==> src/rtl/jk_excitation_driver.sv <==
// Drives an external JK flip-flop toward requested states using its excitation table,
// then reads the flop back and counts mismatches in a saturating error counter.
module jk_excitation_driver #(
    parameter int   CNT_W   = 8,
    parameter logic DC_FILL = 1'b0
) (
    input  logic             clk,
    input  logic             reset,
    input  logic             tgt_valid,
    input  logic             tgt_bit,
    output logic             tgt_ready,
    output logic             j,
    output logic             k,
    input  logic             q_fb,
    output logic             chk_valid,
    output logic             chk_pass,
    output logic [CNT_W-1:0] err_cnt,
    input  logic             err_clr
);

    typedef enum logic [1:0] {INIT, IDLE, DRIVE, CHECK} state_t;

    localparam logic [CNT_W-1:0] CNT_MAX = '1;
    localparam logic [CNT_W-1:0] CNT_ONE = CNT_W'(1);

    state_t           state, state_nx;
    logic             q_m, q_m_nx;
    logic             tgt, tgt_nx;
    logic             j_nx, k_nx;
    logic             chk_valid_nx, chk_pass_nx;
    logic [CNT_W-1:0] err_cnt_nx;

    // j/k are registered, so the values computed here appear during the next state.
    always_comb begin
        state_nx     = state;
        q_m_nx       = q_m;
        tgt_nx       = tgt;
        j_nx         = 1'b0;
        k_nx         = 1'b0;
        chk_valid_nx = 1'b0;
        chk_pass_nx  = chk_pass;
        err_cnt_nx   = err_cnt;
        tgt_ready    = 1'b0;
        case (state)
            INIT: begin
                state_nx = IDLE;
                q_m_nx   = 1'b0;
            end
            IDLE: begin
                tgt_ready = 1'b1;
                if (tgt_valid) begin
                    tgt_nx   = tgt_bit;
                    state_nx = DRIVE;
                    case ({q_m, tgt_bit})
                        2'b00:   begin j_nx = 1'b0;    k_nx = DC_FILL; end
                        2'b01:   begin j_nx = 1'b1;    k_nx = DC_FILL; end
                        2'b10:   begin j_nx = DC_FILL; k_nx = 1'b1;    end
                        default: begin j_nx = DC_FILL; k_nx = 1'b0;    end
                    endcase
                end
            end
            DRIVE: begin
                state_nx = CHECK;
            end
            CHECK: begin
                // Resync the model to what the flop actually holds, pass or fail.
                state_nx     = IDLE;
                chk_valid_nx = 1'b1;
                chk_pass_nx  = (q_fb == tgt);
                q_m_nx       = q_fb;
                if ((q_fb != tgt) && (err_cnt != CNT_MAX))
                    err_cnt_nx = err_cnt + CNT_ONE;
            end
            default: begin
                state_nx = INIT;
                k_nx     = 1'b1;
            end
        endcase
        if (err_clr)
            err_cnt_nx = '0;
    end

    always_ff @(posedge clk) begin
        if (reset) begin
            state     <= INIT;
            j         <= 1'b0;
            k         <= 1'b1;
            q_m       <= 1'b0;
            tgt       <= 1'b0;
            chk_valid <= 1'b0;
            chk_pass  <= 1'b0;
            err_cnt   <= '0;
        end else begin
            state     <= state_nx;
            j         <= j_nx;
            k         <= k_nx;
            q_m       <= q_m_nx;
            tgt       <= tgt_nx;
            chk_valid <= chk_valid_nx;
            chk_pass  <= chk_pass_nx;
            err_cnt   <= err_cnt_nx;
        end
    end

endmodule
==> config.mk <==
export PLATFORM = sky130hd
export DESIGN_NAME = jk_excitation_driver
export DESIGN_NICKNAME = d
export VERILOG_FILES = /design/src/rtl/jk_excitation_driver.sv
export SDC_FILE = /design/constraint.sdc
export NUM_CORES = 1
export LEC_CHECK = 0
export ABC_AREA = 0
export BUFFER_PORTS_ARGS = -buffer_cell sky130_fd_sc_hd__buf_2
export CAP_MARGIN = 10
export CORE_MARGIN = 2
export CORE_UTILIZATION = 42
export CTS_CLUSTER_DIAMETER = 150
export DETAILED_ROUTE_END_ITERATION = 6
export MAX_ROUTING_LAYER = met4
export PLACE_DENSITY = 0.66
export SYNTH_ARGS = -nofsm -noshare
export SYNTH_HDL_FRONTEND = slang
export SYNTH_SLANG_ARGS = --single-unit
==> constraint.sdc <==
create_clock -name clk -period 4.3 [get_ports clk]
set_input_delay 0.86 -clock clk [delete_from_list [all_inputs] [get_ports clk]]
set_output_delay 0.86 -clock clk [all_outputs]
set_load 0.02 [all_outputs]
==> metrics.log, run 1 <==
[metrics] Antenna Nets Post-Route: 0
[metrics] sort of element at the end of the critical path: output port
[metrics] Skew-Pair Late Insertion Delay: 280 ps
[metrics] Post-CTS Setup Repair Bufs: 0
[metrics] hold-fix buffers at CTS: 0
[metrics] antenna violations before repair: 0
[metrics] number of gates resized after CTS: 0
[metrics] DRC violation count after routing: 0
[metrics] Reg2Reg Capture Point: err_cnt[3]
[metrics] worst path arrival time: 1140 ps
[metrics] synthesis-stage register bit count: 16
[metrics] Final Cycle Share: 46.4%
[metrics] final sum of negative setup slack: 0 ps
[metrics] height of the chip: 45.0 microns
[metrics] Clock Pin Slew Worst Setup and Hold Paths: 90 ps
[metrics] layout cells sized above 1: 25.5%
[metrics] global-route wire length before repair: 2200 microns
[metrics] clock network fraction of design power: 31.5%
[metrics] Crit path required time: 3440 ps
[metrics] routed length per placed instance: 11.4 microns
[metrics] Bufs on Longest Clock Path: 2
[metrics] Reg-to-Reg Start: err_cnt[0]
[metrics] grt total ovfl: 0
[metrics] run status: finished, final reports clean
[metrics] clock tree from TritonCTS: done
[metrics] H-Tree Depth: 1
[metrics] Unique masters post-synth: 24
[metrics] largest cells by area after synthesis: dfxtp_1 45%, ha_1 7.1%, a21oi_1 6.4%, or3_1 5.3%, a211oi_1 3.2%
[metrics] effective utilization at floorplan: 45.9%
[metrics] max frequency: 501 MHz
[metrics] Clock Skew: 3.28 ps
[metrics] most common cell after layout, fill and taps aside: buf_2
[metrics] sequential share of power: 52.5%
[metrics] crit path to: tgt_ready
[metrics] overall die width: 45.0 microns
[metrics] Max VDD drop: 248 uV
[metrics] via count of the first global-routing pass: 507
[metrics] net switching power of the design: 0.0000811 W
[metrics] post-DR vias/cell: 5.25
[metrics] Total Wirelength: 1300 microns
[metrics] type of the tightest min-delay check: flip-flop to flip-flop
[metrics] length in cells of the worst reg-to-reg path: 5
[metrics] post-route total power: 0.000309 W
[metrics] sequential share of the synthesized area: 45.3%
[metrics] standard-cell row count: 14
[metrics] area of the mapped netlist: 707 sq um
[metrics] area taken by flip-flops and latches: 320 sq um
[metrics] internal power: 0.000227 W
[metrics] setup repair after global routing missed its margin: no
[metrics] standard cell core area: 1540 sq um
[metrics] critical-path maximum fanout: 5
[metrics] Period minus WS final: 2000 ps
[metrics] Hold Violations, Final: 0
[metrics] parity-gate share of the synthesized area counting xor and xnor cells: 2.48%
[metrics] mean cell area of the mapped netlist: 8.95 sq um
[metrics] post-route cell area: 835 sq um
[metrics] count of maximum capacitance violations: 0
[metrics] simple-gate share of the synthesized area: 22.5%
[metrics] number of nets in the finished design: 109
[metrics] logic gate share of total power: 15.9%
[metrics] Buffers on Ports: 18
[metrics] clock buffers created by TritonCTS: 3
[metrics] Boundary Pins: 19
[metrics] synthesis warning total: 0
[metrics] area of the die: 2030 sq um
[metrics] combinational family with the most area after synthesis: simple AND/OR/NAND/NOR gates
[metrics] cell type with the highest aggregate area in the netlist: dfxtp_1
[metrics] Adder-Cell Fraction of Synth Area: 7.08%
[metrics] Crit. Startpoint: state[0]
[metrics] vias after detailed routing: 599
[metrics] setup-violating endpoint count in the final report: 0
[metrics] multi-input logic area: 353 sq um
[metrics] instance area at placement: 798 sq um
[metrics] Initial DRT Pass Iterations: 4
[metrics] Relative slew margins: 75.2%
[metrics] Switching Share: 26.3%
[metrics] worst-margin pin slew: 370 ps
[metrics] maximum number of pins on one net before global-route repair: 14
[metrics] kind of start point of the critical path: flip-flop
[metrics] final antenna diode count: 0
[metrics] number of clock sinks seen by CTS: 16
[metrics] Power per Cell Area: 370 nW/um^2
[metrics] critical path class: flip-flop to output port
[metrics] area share of the largest cell type after synthesis: 45.3%
[metrics] compound-gate portion of the synthesized area: 16.5%
[metrics] area growth from synthesis to final layout: 18.1%
[metrics] multiplexer area fraction after synthesis: 1.42%
[metrics] Post-Synthesis Net Count: 89
[metrics] number of design-rule violations left by the first detailed-router iteration: 10
[metrics] number of pins exceeding their max-slew limit in the final report: 0
[metrics] fill cell count: 149
[metrics] Routability Congestion: 0.741
[metrics] Reg2Reg Setup Slack: 2450 ps
[metrics] synthesized instance count: 79
[metrics] Leak: 0.344 nW
[metrics] gr usage total: 15.7%
[metrics] clock tree root driver cell: clkbuf_4
[metrics] leading cell types in the layout, fill and taps excluded: 18 x buf_2, 16 x dfxtp_1, 9 x a21oi_1
[metrics] DPL Wire Length: 946 microns
[how the worst min path moves through the flow]
stage | endpoint | from | cells past startpoint | slack, ps
after CTS | j | q_m | 1 | 460
after detailed placement | j | q_m | 1 | 440
after global placement | j | q_m | 1 | 450
after global routing | tgt | tgt | 2 | 500
after floorplan | j | q_m | 1 | 420
final | j | q_m | 1 | 470
[power groups by stage]
stage                      logic, W  clock network [W]  registers [W]
after detailed placement  0.0000493                  0       0.000166
after global routing      0.0000571           0.000109       0.000163
final                     0.0000492          0.0000973       0.000162
after floorplan           0.0000352                  0       0.000168
after global placement    0.0000485                  0       0.000165
after CTS                 0.0000497           0.000101       0.000162
[Yosys cell counts, drive strengths merged]
library cell / instances
nand2: 6
nand3: 4
nor2: 5
dfxtp: 16
mux2i: 1
a211o: 1
clkbuf: 2
a21oi: 9
a41o: 1
nand2b: 2
or2: 1
a211oi: 3
nor4: 1
o21ai: 6
ha: 4
and2: 1
buf: 1
nand4: 1
xnor2: 2
or3: 6
and4: 1
and3: 1
inv: 4
[final cells by class]
cell class | instances | area share [%]
clock buffer | 4 | 4.35
inverter | 4 | 1.80
multi-input combinational | 56 | 42.3
sequential | 16 | 38.4
tap | 16 | 2.40
timing repair buffer | 18 | 10.8
[per-stage QoR]
step / std cells / hold WS [ps] / setup WS (ps) / utilization [%]
after floorplan: 79 / 421 / 2390 / -
after CTS: 114 / 459 / 2300 / 54.1
after global placement: 110 / 448 / 2220 / 51.8
after global routing: 114 / 498 / 2210 / 54.1
final: 114 / 466 / 2300 / 54.1
after detailed placement: 110 / 445 / 2180 / 51.8
[sequential cells by signal, indices dropped and copies added (netlist names)]
| name | cells |
|---|---|
| err_cnt | 8 |
| chk_pass | 1 |
| q_m | 1 |
| tgt | 1 |
| state | 2 |
| chk_valid | 1 |
| k | 1 |
| j | 1 |
[worst max-delay path, cell delays in order, from the launching register on]
cell and delay [ps]:
dfxtp_1 400, ha_1 260, buf_2 190
[routing by layer]
layer / vias to the layer above / share of wire [%] / global-route usage, % / routed length (microns)
met5: - / 0 / - / 0
met4: 0 / 0.69 / 5.29 / 9
met3: 2 / 6.5 / 7.20 / 85
met2: 15 / 44 / 23.7 / 569
met1: 267 / 49 / 18.4 / 639
li1: 315 / - / - / -
[cell families (layout without fill, tap and decap cells)]
| family | count (synthesis) | in the layout |
|---|---|---|
| AOI/OAI and AO/OA | 20 | 20 |
| and+or+nand+nor | 29 | 29 |
| buffers and inverters | 7 | 26 |
| muxes | 1 | 1 |
| xor gates and xnor gates | 2 | 2 |
| DFF | 16 | 16 |
| adders and majority gates | 4 | 4 |
Note: power is estimated with default switching activity, not from simulation.
==> run 2: changes to the inputs <==
ABC_AREA = 1   (was 0)
PLACE_DENSITY = unset   (was 0.66)
clock period = 1.99 ns   (was 4.3 ns; I/O delays follow)
==> metrics.log, run 2 <==
[metrics] run status: finished, final reports clean
[metrics] Placement Setup Slack: 616 ps
[metrics] vias after detailed routing: 782
[metrics] standard-cell row count: 16
[metrics] Buffers on Ports: 18
[metrics] height of the chip: 48.4 microns
[metrics] Antenna Nets Post-Route: 0
[metrics] cell type with the highest aggregate area in the netlist: dfxtp_1
[metrics] overall die width: 48.4 microns
[metrics] net switching power of the design: 0.000190 W
[metrics] number of nets in the finished design: 151
[metrics] Reg2Reg Capture Point: err_cnt[6]
[metrics] area of the die: 2340 sq um
[metrics] final antenna diode count: 0
[metrics] number of enable flip-flop cells after synthesis: 0
[metrics] Total Wirelength: 1600 microns
[metrics] logic gate share of total power: 18.1%
[metrics] Skew-Pair Late Insertion Delay: 280 ps
[metrics] most common cell after layout, fill and taps aside: nand2_1
[metrics] antenna violations before repair: 0
[metrics] main flop type after synthesis: dfxtp_1
[metrics] area share of the largest cell type after synthesis: 38.7%
[metrics] DPL Wire Length: 1290 microns
[metrics] grt total ovfl: 0
[metrics] final sum of negative setup slack: 0 ps
[metrics] Leak: 0.441 nW
[metrics] DRC violation count after routing: 0
[metrics] Switching Share: 29.3%
[metrics] Post-CTS Setup Repair Bufs: 0
[metrics] Placed Cells incl. Taps: 163
[metrics] internal power: 0.000457 W
[metrics] Reg2Reg Setup Slack: 610 ps
[metrics] setup repair after global routing missed its margin: no
[metrics] worst-margin pin slew: 275 ps
[metrics] clock network fraction of design power: 26.0%
[metrics] standard cell core area: 1900 sq um
[metrics] Period minus WS final: 1480 ps
[metrics] Finished Layout Cells: 166
[metrics] critical-path maximum fanout: 3
[metrics] Synth async-reset ratio: 0%
[metrics] fin worst setup slack: 512 ps
[metrics] clock tree from TritonCTS: done
[metrics] crit path to: tgt_ready
[metrics] most numerous cell types in the synthesized netlist: 34 x nand2_1, 16 x dfxtp_1, 15 x inv_1
[metrics] instance area at placement: 952 sq um
[metrics] worst path arrival time: 1080 ps
[metrics] mean cell area of the mapped netlist: 7.02 sq um
[metrics] area growth from synthesis to final layout: 17.7%
[metrics] Crit path required time: 1590 ps
[metrics] Post-Synthesis Net Count: 128
[metrics] clock buffers created by TritonCTS: 3
[metrics] synthesis-stage register bit count: 16
[metrics] Power per Cell Area: 664 nW/um^2
[metrics] number of pins exceeding their max-slew limit in the final report: 0
[metrics] routed length per placed instance: 9.63 microns
[metrics] Routability Congestion: 0.804
[metrics] Reg-to-Reg Start: err_cnt[0]
[metrics] Crit. Startpoint: state[1]
[metrics] largest cells by area after synthesis: dfxtp_1 39%, nand2_1 15%, inv_1 6.8%, ha_1 6.0%, nor2_1 5.9%
[metrics] maximum number of pins on one net before global-route repair: 9
[metrics] hold-fix buffers at CTS: 0
[metrics] post-route total power: 0.000647 W
[metrics] gr usage total: 16.3%
[metrics] sequential share of the synthesized area: 38.7%
[metrics] number of clock sinks seen by CTS: 16
[metrics] critical path class: flip-flop to output port
[metrics] effective utilization at floorplan: 43.6%
[metrics] synthesized instance count: 118
[metrics] count of maximum capacitance violations: 0
[metrics] number of gates resized after CTS: 0
[metrics] post-DR vias/cell: 4.71
[metrics] post-route cell area: 975 sq um
[metrics] Unique masters post-synth: 20
[metrics] length in cells of the worst reg-to-reg path: 8
[metrics] Bufs on Longest Clock Path: 2
[metrics] number of design-rule violations left by the first detailed-router iteration: 7
[metrics] leading cell types in the layout, fill and taps excluded: 34 x nand2_1, 18 x buf_2, 16 x dfxtp_1
[metrics] Clock Pin Slew Worst Setup and Hold Paths: 90 ps
[metrics] Initial DRT Pass Iterations: 4
[metrics] synthesis warning total: 0
[metrics] via count of the first global-routing pass: 692
[metrics] type of the tightest min-delay check: input pin to flip-flop
[metrics] max frequency: 677 MHz
[metrics] Hold Violations, Final: 0
[metrics] Boundary Pins: 19
[metrics] sort of element at the end of the critical path: output port
[metrics] kind of start point of the critical path: flip-flop
[metrics] layout cells sized above 1: 23.0%
[metrics] area of the mapped netlist: 828 sq um
[metrics] Final Cycle Share: 74.3%
[metrics] Most flops, register: err_cnt
[metrics] Clock Skew: 2.15 ps
[metrics] flip-flop count of the largest register, all copies and words added: 8
[metrics] setup-violating endpoint count in the final report: 0
[metrics] sequential share of power: 55.9%
[metrics] Max VDD drop: 356 uV
[metrics] H-Tree Depth: 1
[metrics] clock tree root driver cell: clkbuf_4
[metrics] registers with the highest flip-flop counts: err_cnt x8, state x2
[metrics] Relative slew margins: 81.6%
[metrics] most frequently used cell type in the post-synthesis netlist: nand2_1
[metrics] global-route wire length before repair: 2910 microns
-- run 2: critical path: stages (launching register included) --
cell and delay [ps]:
dfxtp_1 360, inv_1 70, ha_1 210, buf_2 170
-- run 2: worst min-delay path by stage --
stage / startpoint / endpoint / slack (ps) / cells after the start
6_report: reset / chk_valid / 310 / 2
5_1_grt: reset / chk_valid / 310 / 2
4_1_cts: reset / chk_valid / 300 / 2
3_5_place_dp: q_m / j / 440 / 1
3_3_place_gp: q_m / j / 440 / 1
2_1_floorplan: q_m / j / 410 / 1
-- run 2: layout make-up --
cell class                      count  area (sq um)
Timing Repair Buffer               18          90.1
Inverter                           17          63.8
Clock buffer                        3          22.5
Tap cell                           27          33.8
Sequential cell                    16           320
Multi-Input combinational cell     85           444
Fill cell                         207           927
-- run 2: through the flow --
step	util, %	hold slack (ps)
after global placement	50.1	439
after detailed placement	50.1	445
after global routing	51.2	310
after floorplan	-	408
final	51.2	313
after CTS	51.2	305
-- run 2: power groups by stage --
stage / clock, W / sequential, W / combinational, W
global route: 0.000193 / 0.000366 / 0.000135
CTS: 0.000177 / 0.000362 / 0.000119
floorplan: 0 / 0.000374 / 0.0000777
finish: 0.000168 / 0.000361 / 0.000117
detailed placement: 0 / 0.000369 / 0.000119
global placement: 0 / 0.000368 / 0.000117
-- run 2: per-layer routing --
layer	wire length (microns)	GRT usage, %
met1	722	20.4
met2	781	25.5
met5	0	-
met4	42	8.57
met3	52	2.78
-- run 2: cells by family after synthesis --
kind of cell             count (synthesis)  share of synthesized area, %
adder cells (fa/ha/maj)                  4                          6.04
AND/OR/NAND/NOR                         65                          36.4
AO/OA/AOI/OAI                           14                          9.06
flip-flops                              16                          38.7
buffers and inverters                   17                          7.70
XOR/XNOR                                 2                          2.12
